===== src/rtl/instruction_fetch_unit.sv =====
// Instruction fetch unit.
// Sequences program loading (IDLE -> LOAD -> RUN), fetches one word per cycle
// from instruction memory into a 2-entry {word, PC} buffer feeding decode, and
// handles redirects, halt words and program reloads.
module instruction_fetch_unit #(
    parameter logic [31:0] RESET_PC  = 32'h0000_0000,
    parameter logic [31:0] HALT_WORD = 32'h0000_0000
) (
    input  logic        clock,
    input  logic        reset,
    input  logic        programLoaded,
    input  logic [31:0] fullInstruction,
    output logic        startProgramLoading,
    output logic [31:0] fromPC,
    input  logic        redirectValid,
    input  logic [31:0] redirectTarget,
    input  logic        decodeReady,
    output logic        instrValid,
    output logic [31:0] instrOut,
    output logic [31:0] instrPC,
    output logic [1:0]  fetchState,
    output logic        halted
);

    typedef enum logic [1:0] {
        S_IDLE = 2'd0,
        S_LOAD = 2'd1,
        S_RUN  = 2'd2,
        S_HALT = 2'd3
    } state_t;

    state_t      r_state;
    state_t      w_state_next;
    logic [31:0] r_pc;
    logic [31:0] w_pc_next;

    // Buffer storage: circular, head index plus occupancy count.
    logic [31:0] r_word     [2];
    logic [31:0] r_entry_pc [2];
    logic        r_head;
    logic        w_head_next;
    logic [1:0]  r_count;
    logic [1:0]  w_count_next;

    logic        w_valid;
    logic        w_pop;
    logic [1:0]  w_count_after_pop;
    logic        w_has_space;
    logic        w_is_halt_word;
    logic        w_push;
    logic        w_push_idx;
    logic [31:0] w_redirect_pc;

    // Buffer status and helper terms shared by the next-state logic.
    always_comb begin
        w_valid           = (r_count != 2'd0);
        w_pop             = w_valid && decodeReady;
        w_count_after_pop = r_count - {1'b0, w_pop};
        w_has_space       = (w_count_after_pop != 2'd2);
        w_is_halt_word    = (fullInstruction == HALT_WORD);
        // Tail slot is head+count; on a full buffer that is the slot being
        // popped this edge, which is exactly where the new entry belongs.
        w_push_idx        = r_head ^ r_count[0];
        // Redirect targets are forced to word alignment.
        w_redirect_pc     = redirectTarget & 32'hFFFF_FFFC;
    end

    // Next-state, next-PC and buffer bookkeeping; redirect beats every other event.
    always_comb begin
        w_state_next        = r_state;
        w_pc_next           = r_pc;
        w_head_next         = r_head;
        w_count_next        = r_count;
        w_push              = 1'b0;
        startProgramLoading = 1'b0;

        case (r_state)
            S_IDLE: begin
                w_state_next = S_LOAD;
            end
            S_LOAD: begin
                startProgramLoading = 1'b1;
                if (programLoaded) begin
                    w_state_next = S_RUN;
                    w_pc_next    = RESET_PC;
                end
            end
            S_RUN, S_HALT: begin
                if (redirectValid) begin
                    w_state_next = S_RUN;
                    w_pc_next    = w_redirect_pc;
                    w_head_next  = 1'b0;
                    w_count_next = 2'd0;
                end else if (!programLoaded) begin
                    w_state_next = S_LOAD;
                    w_head_next  = 1'b0;
                    w_count_next = 2'd0;
                end else begin
                    w_head_next  = r_head ^ w_pop;
                    w_count_next = w_count_after_pop;
                    if ((r_state == S_RUN) && w_has_space) begin
                        if (w_is_halt_word) begin
                            w_state_next = S_HALT;
                        end else begin
                            w_push       = 1'b1;
                            w_count_next = w_count_after_pop + 2'd1;
                            w_pc_next    = r_pc + 32'd4;
                        end
                    end
                end
            end
            default: begin
                w_state_next = S_IDLE;
            end
        endcase
    end

    // State, PC and buffer registers; reset empties the buffer at once.
    always_ff @(posedge clock or negedge reset) begin
        if (!reset) begin
            r_state <= S_IDLE;
            r_pc    <= RESET_PC;
            r_head  <= 1'b0;
            r_count <= 2'd0;
            for (int i = 0; i < 2; i++) begin
                r_word[i]     <= 32'd0;
                r_entry_pc[i] <= 32'd0;
            end
        end else begin
            r_state <= w_state_next;
            r_pc    <= w_pc_next;
            r_head  <= w_head_next;
            r_count <= w_count_next;
            if (w_push) begin
                r_word[w_push_idx]     <= fullInstruction;
                r_entry_pc[w_push_idx] <= r_pc;
            end
        end
    end

    // Head presentation; outputs read as zero while the buffer is empty.
    always_comb begin
        instrValid = w_valid;
        instrOut   = w_valid ? r_word[r_head]     : 32'd0;
        instrPC    = w_valid ? r_entry_pc[r_head] : 32'd0;
        fromPC     = r_pc;
        fetchState = r_state;
        halted     = (r_state == S_HALT);
    end

endmodule


===== config.mk =====
export PLATFORM = sky130hd
export DESIGN_NAME = instruction_fetch_unit
export DESIGN_NICKNAME = d
export VERILOG_FILES = /design/src/rtl/instruction_fetch_unit.sv
export SDC_FILE = /design/constraint.sdc
export NUM_CORES = 1
export LEC_CHECK = 0
export BUFFER_PORTS_ARGS = -buffer_cell sky130_fd_sc_hd__buf_2
export CORE_ASPECT_RATIO = 0.8
export CORE_MARGIN = 1.5
export CORE_UTILIZATION = 55
export CTS_CLUSTER_SIZE = 30
export DETAILED_ROUTE_END_ITERATION = 16
export GPL_ROUTABILITY_DRIVEN = 1
export PLACE_DENSITY = 0.8
export SETUP_SLACK_MARGIN = 0.2
export SLEW_MARGIN = 10
export SYNTH_ARGS = -nofsm -noshare
export SYNTH_HDL_FRONTEND = slang
export SYNTH_SLANG_ARGS = --single-unit

===== constraint.sdc =====
create_clock -name clock -period 4.05 [get_ports clock]
set_clock_uncertainty 0.2 [all_clocks]
set_input_delay 1.215 -clock clock [delete_from_list [all_inputs] [get_ports clock]]
set_output_delay 1.215 -clock clock [all_outputs]
set_load 0.05 [all_outputs]

* After elaboration in Yosys (flattened, before gate mapping) *
Cells that the tools add are included.

operators by class
  add/subtract/negate cells = 3
  reductions and logical operators = 10
  multiplexer cells = 36
  eq/ne operators = 10
  bitwise logic cells = 4
  $lt $le $gt $ge = 3

operators by type and width
  cell                     count
  $mux W32                 14
  $bwmux W64               2
  $pmux W32 S2             1
  $add A32 B3 Y32 const B  1
  $demux W32 S1            1
  $logic_not A32 Y1        1
  $mux W2                  9
  $ne A3 B3 Y1 const B     3
  $mux W1                  8
  $ne A4 B4 Y1 const B     2
  $pmux W2 S3              1
  $reduce_and A5 Y1        1
  $eq A2 B2 Y1 const B     2
  $ge A2 B2 Y1 const B     2
  $ne A2 B2 Y1 const B     2
  $not A1 Y2               2
  $reduce_bool A2 Y1       2
  $logic_and A1 B1 Y1      3
  $reduce_and A3 Y1        1
  $add A2 B1 Y2 const B    1
  $eq A2 B1 Y1 const B     1
  $logic_not A2 Y1         1
  $lt A2 B1 Y1 const B     1
  $reduce_or A2 Y1         1
  other kinds (2)          3

storage, ports and cells
  register bits = 165
  bits of input ports = 69
  logic and storage cells = 74
  output and inout bits = 101

* Depth between registers and ports, before layout *
Gate-level depths: netlist (run 1).

  word-level depth = 9
  gate-level depth with buffers = 10

* Worst setup path after synthesis (run 1) *
No wires, ideal clock.

  path type = register to output
  start = register r_head
  end = output instrOut[10]
  stages on the path, launching flop included = 5
  path slack = 677 ps
  data required time = 2,635 ps
  arrival time = 1,958 ps
  buffers on the path = 2
  cells stage by stage = dfrtp_1 > buf_1 > buf_1 > mux2i_1 > nor2_1

between the ends
  word-level cells in the longest chain between the ends = 5

ends and longest elaborated chain
  element                                       RTL line  source
  start: declaration                            40        logic r_head;
  start signal: assignment                      132       r_head <= w_head_next;
  $not A1 Y2 (implied by the code)              144       instrOut = w_valid ? r_word[r_head] : 32'd0;
  $mux W32 (implied by the code) (3 in series)  144
  $mux W32                                      144
  end: declaration                              19        output logic [31:0] instrOut,

Every way passes these cells. The select of a mux whose other input is x is not followed.

* Worst setup path in the final report (run 1) *
  start = register r_head
  end = output instrPC[9]

between the ends
  word-level cells in the longest chain between the ends = 5

ends and longest elaborated chain
  element                                       RTL line  source
  $not A1 Y2 (implied by the code)              145       instrPC = w_valid ? r_entry_pc[r_head] : 32'd0;
  $mux W32 (implied by the code) (3 in series)  145
  $mux W32                                      145
  end: declaration                              20        output logic [31:0] instrPC,

Every way passes these cells. The select of a mux whose other input is x is not followed.

==> summary.md, run 1 <==
| Metric | Value |
|---|---|
| Mean routed wirelength per cell | 17.5 um |
| Async SR Flop Fraction | 1.00 |
| CP Class | reg -> out |
| Met1 usage | 0.341 |
| Die span in y | 110 um |
| Post-cts sizing count | 0 |
| Register area | 0.00398 mm^2 |
| Worst Hold Class | reg -> reg |
| Sequential share of the synthesized area | 0.502 |
| Mapped Cells | 693 |
| Multi-input gate area | 0.00362 mm^2 |
| Die ar. | 0.0151 mm^2 |
| Buffers on Ports | 163 |
| Leakage power | 4.46 nW |
| Fin crit period | 3520 ps |
| Antenna-violating nets left | 0 |
| Detail Placement HPWL | 12,100 um |
| Synthesized area | 0.00793 mm^2 |
| Max-cap viol count | 0 |
| Layer with the highest usage | met2 |
| Num Clock Sinks | 159 |
| Starting density of the core | 0.558 |
| Row count | 39 |
| First-pass GRT wire length | 28,600 um |
| Slew margin rel. | 0.508 |
| Vias | 5,888 |
| Clock Pin Slew Worst Setup and Hold Paths | 60 ps |
| H-tree depth | 4 |
| CTS Hold Bufs | 0 |
| Placed cell areas | 0.00887 mm^2 |
| Endpoints failing hold | 0 |
| Setup repair bufs after CTS | 0 |
| Total Neg Setup Slack | 0 ps |
| Root buffer cell | clkbuf_16 |
| Avg Cell Area, Syn | 11.4 um^2 |
| Peak Freq | 284 MHz |
| Total gr overflow | 0 |
| DIE WIDTH | 137 um |
| Synth warnings | 0 |
| Status | finished, final reports clean |
| Met3 usage | 0.0581 |
| Filler cells | 1,078 |
| Initial antenna violation count | 1 |
| Max-slew violations | 0 |
| Worst skew pair latency | 420 ps |
| Gp weighted congestion | 0.844 |
| Worst VDD drop | 0.000519 V |
| Drt pass-1 iters | 5 |
| GRT Resource Usage Total | 0.248 |
| Synth cell types | 57 |
| CTS tree | built |
| EDFF count, synth | 0 |
| Post-synthesis register bit count | 159 |
| Commonest cells in the netlist | dfrtp_1, mux2_2, nor2_1 |
| Met2 Use GR | 0.392 |
| Final period util | 0.869 |
| Core area | 0.0142 mm^2 |
| Main synth FF type | dfrtp_1 |
| Required time of the critical path | 2630 ps |
| Initial detailed-routing violation count | 307 |
| Vias per cell | 5.66 |
| Ports | 170 |
| Final instance area | 0.00949 mm^2 |
| Final setup viols | 0 |
| Vias in the first global route | 5,587 |
| Arr. time, crit path | 2110 ps |
| RSZ-0062 raised after global routing | false |
| Residual DRC count | 0 |
| Top cell type's share of synthesized area | 0.502 |
| Cell Pwr Density | 641 mW/mm^2 |
| Deepest clock path buffer count | 2 |
| Crit end category | output pin |
| Crit path launch type | flop |
| Worst-Margin Slew | 738 ps |
| Fin nets | 915 |
| Largest net degree at the start of global routing | 69 |
| Cell with the most instances after synthesis | dfrtp_1 |
| Area growth from synthesis to final layout | 19.7% |
| CTS Buf Count | 17 |
| Yosys top cell by area | dfrtp_1 |
| Worst-path maximum fanout | 29 |
| Final wirelength | 18,300 um |
| Antenna cells | 0 |
| Ratio of cells with drive above 1 in the final layout | 0.398 |
| Top cells by area, synth | dfrtp_1, mux2_2, mux2i_1, nor2_1, nand2_1 |
-- state kept, by name, indices dropped and copies added (netlist names) --
register    cells
r_head          1
r_word         64
fetchState      2
r_entry_pc     60
fromPC         30
r_count         2
-- layout make-up --
cell class              instances  share of cell area
inverters                      10             0.00396
clock buffers                  20              0.0471
repair buffers                179               0.106
clock inverters                12              0.0175
multi-input cells             477               0.382
well taps                     184              0.0243
flip-flops and latches        159               0.420
-- final timing paths --
path / start / to / slack (ps) / cells past startpoint
worst max-delay path: r_head / instrPC[9] / 530 / 4
worst min-delay path: r_entry_pc[63] / r_entry_pc[63] / 290 / 1
worst max register to register: r_count[1] / r_entry_pc[12] / 1160 / 9
worst min register to register: r_entry_pc[63] / r_entry_pc[63] / 290 / 1
max in group asynchronous: reset / r_head / 2280 / 2
min in group asynchronous: reset / r_entry_pc[48] / 580 / 1
-- metal layers --
| layer | part of all wire | wire length, um | up-vias |
|---|---|---|---|
| met2 | 0.47 | 8540 | 164 |
| li1 | - | - | 2800 |
| met3 | 0.048 | 876 | 21 |
| met1 | 0.47 | 8610 | 2903 |
| met5 | 0 | 0 | - |
| met4 | 0.013 | 233 | 0 |
-- worst max-delay path: stages (launching register included) --
cell,delay [ps]
dfrtp_4,780
buf_4,330
mux2i_1,250
nor2_1,60
buf_2,240
-- cells in the final DEF, fill, tap and decap left out, types with 7 or more instances in the layout --
cell | Yosys | layout
and2_1 | 7 | 7
and3_1 | 7 | 7
buf_2 | 7 | 162
buf_4 | 6 | 11
clkbuf_16 | 0 | 17
dfrtp_1 | 159 | 158
inv_1 | 9 | 9
mux2_1 | 9 | 9
mux2_2 | 116 | 116
mux2i_1 | 64 | 64
nand2_1 | 54 | 54
nand3_1 | 13 | 13
nand4_1 | 7 | 7
nor2_1 | 75 | 74
nor4_1 | 9 | 9
o21ai_0 | 27 | 27
o311ai_0 | 18 | 18
-- stage by stage --
| stage | std cells | hold slack [ps] | utilization | power [mW] | setup slack (ps) |
|---|---|---|---|---|---|
| floorplan | 696 | 257 | - | 3.91 | 677 |
| global placement | 1009 | 266 | 0.625 | 4.37 | 337 |
| detailed placement | 1009 | 276 | 0.625 | 4.44 | 334 |
| CTS | 1041 | 290 | 0.668 | 6.11 | 502 |
| global route | 1041 | 309 | 0.668 | 6.40 | 408 |
| finish | 1041 | 288 | 0.668 | 6.08 | 529 |
-- report_power, final --
group | switching (mW) | leakage, nW | total (mW) | internal (mW)
clock | 0.613 | 0.303 | 1.65 | 1.04
combinational | 1.18 | 2.06 | 1.89 | 0.708
sequential | 0.443 | 2.10 | 2.54 | 2.09
-- kinds of logic after synthesis --
group	count (synthesis)	share of synthesized area
AOI/OAI and AO/OA	75	0.0652
xor gates and xnor gates	2	0.00221
adders and majority gates	2	0.00316
buffers and inverters	60	0.0448
DFF	159	0.502
muxes	189	0.258
other	1	0.000473
and+or+nand+nor	205	0.124
Note: power is estimated with default switching activity, not from simulation.
==> run 2, diff against run 1 <==
--- a/config.mk
+++ b/config.mk
@@ -9,6 +9,7 @@
 export CORE_ASPECT_RATIO = 0.8
 export CORE_MARGIN = 1.5
 export CORE_UTILIZATION = 55
+export CTS_CLUSTER_DIAMETER = 60
 export CTS_CLUSTER_SIZE = 30
 export DETAILED_ROUTE_END_ITERATION = 16
 export GPL_ROUTABILITY_DRIVEN = 1
==> constraint.sdc (replaced) <==
create_clock -name clock -period 4.05 [get_ports clock]
set_clock_uncertainty 0.2 [all_clocks]
set_input_delay 0.81 -clock clock [delete_from_list [all_inputs] [get_ports clock]]
set_output_delay 0.81 -clock clock [all_outputs]
set_load 0.05 [all_outputs]
==> summary.md, run 2 (synthesized netlist as in run 1, its figures left out) <==
| Metric | Value |
|---|---|
| Status | finished, final reports clean |
| Detail Placement HPWL | 11,900 um |
| Arr. time, crit path | 2220 ps |
| Max-slew violations | 0 |
| Initial detailed-routing violation count | 387 |
| NetSw | 2.23 mW |
| Mean routed wirelength per cell | 17.4 um |
| Antenna cells | 0 |
| H-tree depth | 4 |
| Cells along the critical path | buf_12, mux2i_1, nor2_1, buf_2 |
| Seq pwr share | 0.422 |
| Crit end category | output pin |
| Area growth from synthesis to final layout | 18.7% |
| CTS Hold Bufs | 0 |
| Worst skew pair latency | 430 ps |
| Deepest clock path buffer count | 2 |
| Ratio of cells with drive above 1 in the final layout | 0.394 |
| Worst path slowest cell | dfrtp_4 |
| P_int | 3.75 mW |
| Slowest stage delay, CP | 880 ps |
| Residual DRC count | 0 |
| Final period util | 0.797 |
| Max-cap viol count | 0 |
| Final setup viols | 0 |
| Num Clock Sinks | 159 |
| Worst setup path end | instrPC[5] |
| Crit path launch type | flop |
| Clock Pin Slew Worst Setup and Hold Paths | 60 ps |
| Largest Register | r_word |
| Row count | 39 |
| Drt pass-1 iters | 5 |
| Fin crit period | 3230 ps |
| Worst Hold Class | in -> async |
| Required time of the critical path | 3040 ps |
| Placed cell areas | 0.00882 mm^2 |
| Most frequent cells in the layout | buf_2, dfrtp_1, mux2_2 |
| CTS tree | built |
| GRT Resource Usage Total | 0.249 |
| Comb power frac | 0.314 |
| Crit path depth | 4 |
| Placement Setup Slack | 714 ps |
| Final worst slack | 822 ps |
| Clock power share | 0.263 |
| R2r setup slk | 1120 ps |
| Critical Path Start | r_head |
| Final wirelength | 18,000 um |
| Initial antenna violation count | 0 |
| Setup repair bufs after CTS | 0 |
| Buffers on Ports | 163 |
| Final instance area | 0.00941 mm^2 |
| Max reg flops | 64 |
| Endpoints failing hold | 0 |
| Reg2Reg Capture Point | r_word[26] |
| Gp weighted congestion | 0.805 |
| RR Startpoint | r_count[1] |
| Delay-heaviest family, CP | flip-flops |
| Post-cts sizing count | 0 |
| Buf/Inv on CP | 2 |
| CTS Buf Count | 17 |
| Leakage power | 4.41 nW |
| Ports | 170 |
| Cell Pwr Density | 635 mW/mm^2 |
| Worst VDD drop | 0.000441 V |
| Core area | 0.0142 mm^2 |
| Starting density of the core | 0.558 |
| Slew margin rel. | 0.522 |
| Peak Freq | 310 MHz |
| Total gr overflow | 0 |
| Most common cell after layout, fill and taps aside | buf_2 |
| RSZ-0062 raised after global routing | false |
| Die span in y | 110 um |
| CP Class | reg -> out |
| Largest net degree at the start of global routing | 82 |
| Switching share of total power | 0.373 |
| R2r worst-path depth | 9 |
| Total Neg Setup Slack | 0 ps |
| Vias in the first global route | 5,536 |
| Vias per cell | 5.72 |
| Root buffer cell | clkbuf_16 |
| Worst-Margin Slew | 717 ps |
| Fin nets | 910 |
| DIE WIDTH | 137 um |
| Vias | 5,927 |
| First-pass GRT wire length | 28,500 um |
| Worst-path maximum fanout | 36 |
| Antenna-violating nets left | 0 |
| Die ar. | 0.0151 mm^2 |
[run 2: cell types whose count changed in the layout (fill, tap and decap cells not counted), sizes merged]
cell / previous run / this run
buf: 179 / 174
bufinv: 4 / 2
clkbuf: 20 / 22
clkinv: 8 / 6
clkinvlp: 1 / 3
[run 2: routing by layer]
layer | global-route usage | vias up | part of all wire
li1 | - | 2781 | -
met1 | 0.357 | 2941 | 0.47
met2 | 0.376 | 178 | 0.46
met3 | 0.0517 | 27 | 0.056
met4 | 0.0962 | 0 | 0.019
met5 | 0 | - | 0
[run 2: stage by stage]
stage / util / std cells / hold slack (ps) / power [mW]
6_report: 0.663 / 1036 / 193 / 5.98
5_1_grt: 0.663 / 1036 / 257 / 6.31
4_1_cts: 0.663 / 1036 / 221 / 6.02
3_5_place_dp: 0.621 / 1004 / 274 / 4.43
3_3_place_gp: 0.621 / 1004 / 266 / 4.36
2_1_floorplan: - / 696 / 257 / 3.91
[run 2: worst register-to-register path: cells and delay by family (launching register included)]
family	cells	cell delay [ps]
adder cells (fa/ha/maj)	1	300
flip-flops	1	440
AO/OA/AOI/OAI	1	190
AND/OR/NAND/NOR	5	930
multiplexers	1	420
buffers and inverters	1	330
[run 2: how the worst min path moves through the flow]
stage | startpoint | endpoint | slack, ps | depth (start not counted)
2_1_floorplan | r_entry_pc[56] | r_entry_pc[56] | 260 | 1
4_1_cts | reset | r_entry_pc[12] | 220 | 1
6_report | reset | r_entry_pc[12] | 190 | 1
3_5_place_dp | r_entry_pc[63] | r_entry_pc[63] | 270 | 1
3_3_place_gp | r_entry_pc[56] | r_entry_pc[56] | 270 | 1
5_1_grt | reset | r_entry_pc[12] | 260 | 1
[run 2: final cells by class]
| class | instances | area (um^2) |
|---|---|---|
| fill | 1116 | 4790 |
| sequential | 159 | 3980 |
| multi-input combinational | 477 | 3620 |
| timing repair buffer | 174 | 955 |
| clock buffer | 22 | 474 |
| tap | 184 | 230 |
| clock inverter | 10 | 111 |
| inverter | 10 | 37.5 |
[run 2: power groups by stage]
| stage | clock network [mW] | registers (mW) | logic (mW) |
|---|---|---|---|
| after detailed placement | 0 | 2.54 | 1.89 |
| after global routing | 1.67 | 2.61 | 2.03 |
| after CTS | 1.61 | 2.52 | 1.90 |
| final | 1.57 | 2.52 | 1.88 |
| after global placement | 0 | 2.51 | 1.85 |
| after floorplan | 0 | 2.76 | 1.16 |
==> run 3, diff against run 2 <==
==> constraint.sdc (replaced) <==
create_clock -name clock -period 3.35 [get_ports clock]
set_clock_uncertainty 0.2 [all_clocks]
set_input_delay 0.67 -clock clock [delete_from_list [all_inputs] [get_ports clock]]
set_output_delay 0.67 -clock clock [all_outputs]
set_load 0.05 [all_outputs]
==> summary.md, run 3 (synthesized netlist as in run 1, its figures left out) <==
| Metric | Value |
|---|---|
| CTS tree | built |
| Status | finished, final reports clean |
| Seq pwr share | 0.426 |
| Core area | 0.0142 mm^2 |
| RSZ-0062 raised after global routing | false |
| Required time of the critical path | 2480 ps |
| Root buffer cell | clkbuf_16 |
| Most common cell after layout, fill and taps aside | buf_2 |
| Final wirelength | 18,700 um |
| Slowest stage delay, CP | 850 ps |
| Antenna-violating nets left | 0 |
| Critical Path Start | r_head |
| Setup repair bufs after CTS | 0 |
| Endpoints failing hold | 0 |
| Row count | 39 |
| Vias | 5,973 |
| Gp weighted congestion | 0.835 |
| Area growth from synthesis to final layout | 19.2% |
| Max reg flops | 64 |
| Crit path launch type | flop |
| Fin nets | 916 |
| R2r setup slk | 490 ps |
| Final setup viols | 0 |
| Worst-path maximum fanout | 35 |
| Worst Hold Class | in -> async |
| Die ar. | 0.0151 mm^2 |
| Max-slew violations | 0 |
| Largest Register | r_word |
| R2r worst-path depth | 9 |
| Cells along the critical path | buf_4, mux2i_1, nor2_1, buf_2 |
| Total Neg Setup Slack | 0 ps |
| Antenna cells | 0 |
| Detail Placement HPWL | 12,400 um |
| First-pass GRT wire length | 29,200 um |
| Largest net degree at the start of global routing | 75 |
| GRT Resource Usage Total | 0.255 |
| Worst VDD drop | 0.000505 V |
| Reg2Reg Capture Point | r_entry_pc[20] |
| H-tree depth | 4 |
| Most frequent cells in the layout | buf_2, dfrtp_1, mux2_2 |
| Fin crit period | 3040 ps |
| Post-route insts no fill | 1,040 |
| Arr. time, crit path | 2170 ps |
| Cell Pwr Density | 762 mW/mm^2 |
| Worst-Margin Slew | 724 ps |
| Slew margin rel. | 0.517 |
| P_int | 4.51 mW |
| Post-cts sizing count | 0 |
| Clock Pin Slew Worst Setup and Hold Paths | 60 ps |
| Peak Freq | 329 MHz |
| DIE WIDTH | 137 um |
| Mean routed wirelength per cell | 18.0 um |
| CTS Hold Bufs | 0 |
| CTS Buf Count | 17 |
| Comb power frac | 0.318 |
| Crit end category | output pin |
| NetSw | 2.69 mW |
| Residual DRC count | 0 |
| Vias in the first global route | 5,656 |
| Ports | 170 |
| Ratio of cells with drive above 1 in the final layout | 0.395 |
| Initial detailed-routing violation count | 337 |
| Starting density of the core | 0.558 |
| RR Startpoint | r_count[1] |
| Total gr overflow | 0 |
| Deepest clock path buffer count | 2 |
| Initial antenna violation count | 0 |
| Num Clock Sinks | 159 |
| Leakage power | 4.44 nW |
| Final period util | 0.907 |
| Vias per cell | 5.74 |
| Worst skew pair latency | 430 ps |
| Max-cap viol count | 0 |
| Worst path slowest cell | dfrtp_4 |
| Buffers on Ports | 163 |
| Die span in y | 110 um |
| WHS | 43.2 ps |
| Drt pass-1 iters | 5 |
| Switching share of total power | 0.374 |
| CP Class | reg -> out |
| Clock power share | 0.256 |
| Post-placement cell count | 1,010 |
## run 3: changes by cell type in the layout (fill, tap and decap cells not counted), sizes merged
cell	delta
buf	+6
clkbuf	+1
clkinvlp	-2
clkinv	-1
## run 3: worst max-delay path by stage
stage	endpoint	cells past startpoint
2_1_floorplan	r_word[10]	10
3_3_place_gp	r_entry_pc[10]	9
3_5_place_dp	r_entry_pc[16]	9
4_1_cts	instrOut[26]	4
5_1_grt	instrOut[23]	4
6_report	instrOut[31]	4
## run 3: area by class of cell
class | instances | area [um^2]
Fill cell | 1110 | 4750
Sequential cell | 159 | 3980
Multi-Input combinational cell | 477 | 3620
Timing Repair Buffer | 180 | 1020
Clock buffer | 23 | 468
Tap cell | 184 | 230
Clock inverter | 7 | 87.6
Inverter | 10 | 37.5
## run 3: worst max-delay path: cells and delay by family (launching register included)
family	cells	cell delay, ps
flip-flops	1	850
buffers and inverters	2	580
multiplexers	1	220
AND/OR/NAND/NOR	1	70
## run 3: metrics by stage
stage | cell area (um^2) | worst slack [ps] | util | power, mW
3_5_place_dp | 8890 | 215 | 0.626 | 5.38
2_1_floorplan | 7940 | 500 | - | 4.73
5_1_grt | 9450 | 209 | 0.666 | 7.57
6_report | 9450 | 311 | 0.666 | 7.20
4_1_cts | 9450 | 273 | 0.666 | 7.24
3_3_place_gp | 8890 | 259 | 0.626 | 5.28
## run 3: metal layers
| layer | global-route usage | routed length, um | up-vias |
|---|---|---|---|
| met3 | 0.0590 | 1020 | 27 |
| met2 | 0.393 | 8840 | 188 |
| met5 | 0 | 0 | - |
| li1 | - | - | 2795 |
| met4 | 0.0985 | 378 | 0 |
| met1 | 0.353 | 8460 | 2963 |
## run 3: power by group through the flow
stage | logic (mW) | clock network [mW] | registers (mW)
after floorplan | 1.40 | 0 | 3.33
after global placement | 2.24 | 0 | 3.04
after detailed placement | 2.30 | 0 | 3.08
after CTS | 2.31 | 1.88 | 3.06
after global routing | 2.46 | 1.95 | 3.16
final | 2.29 | 1.85 | 3.07
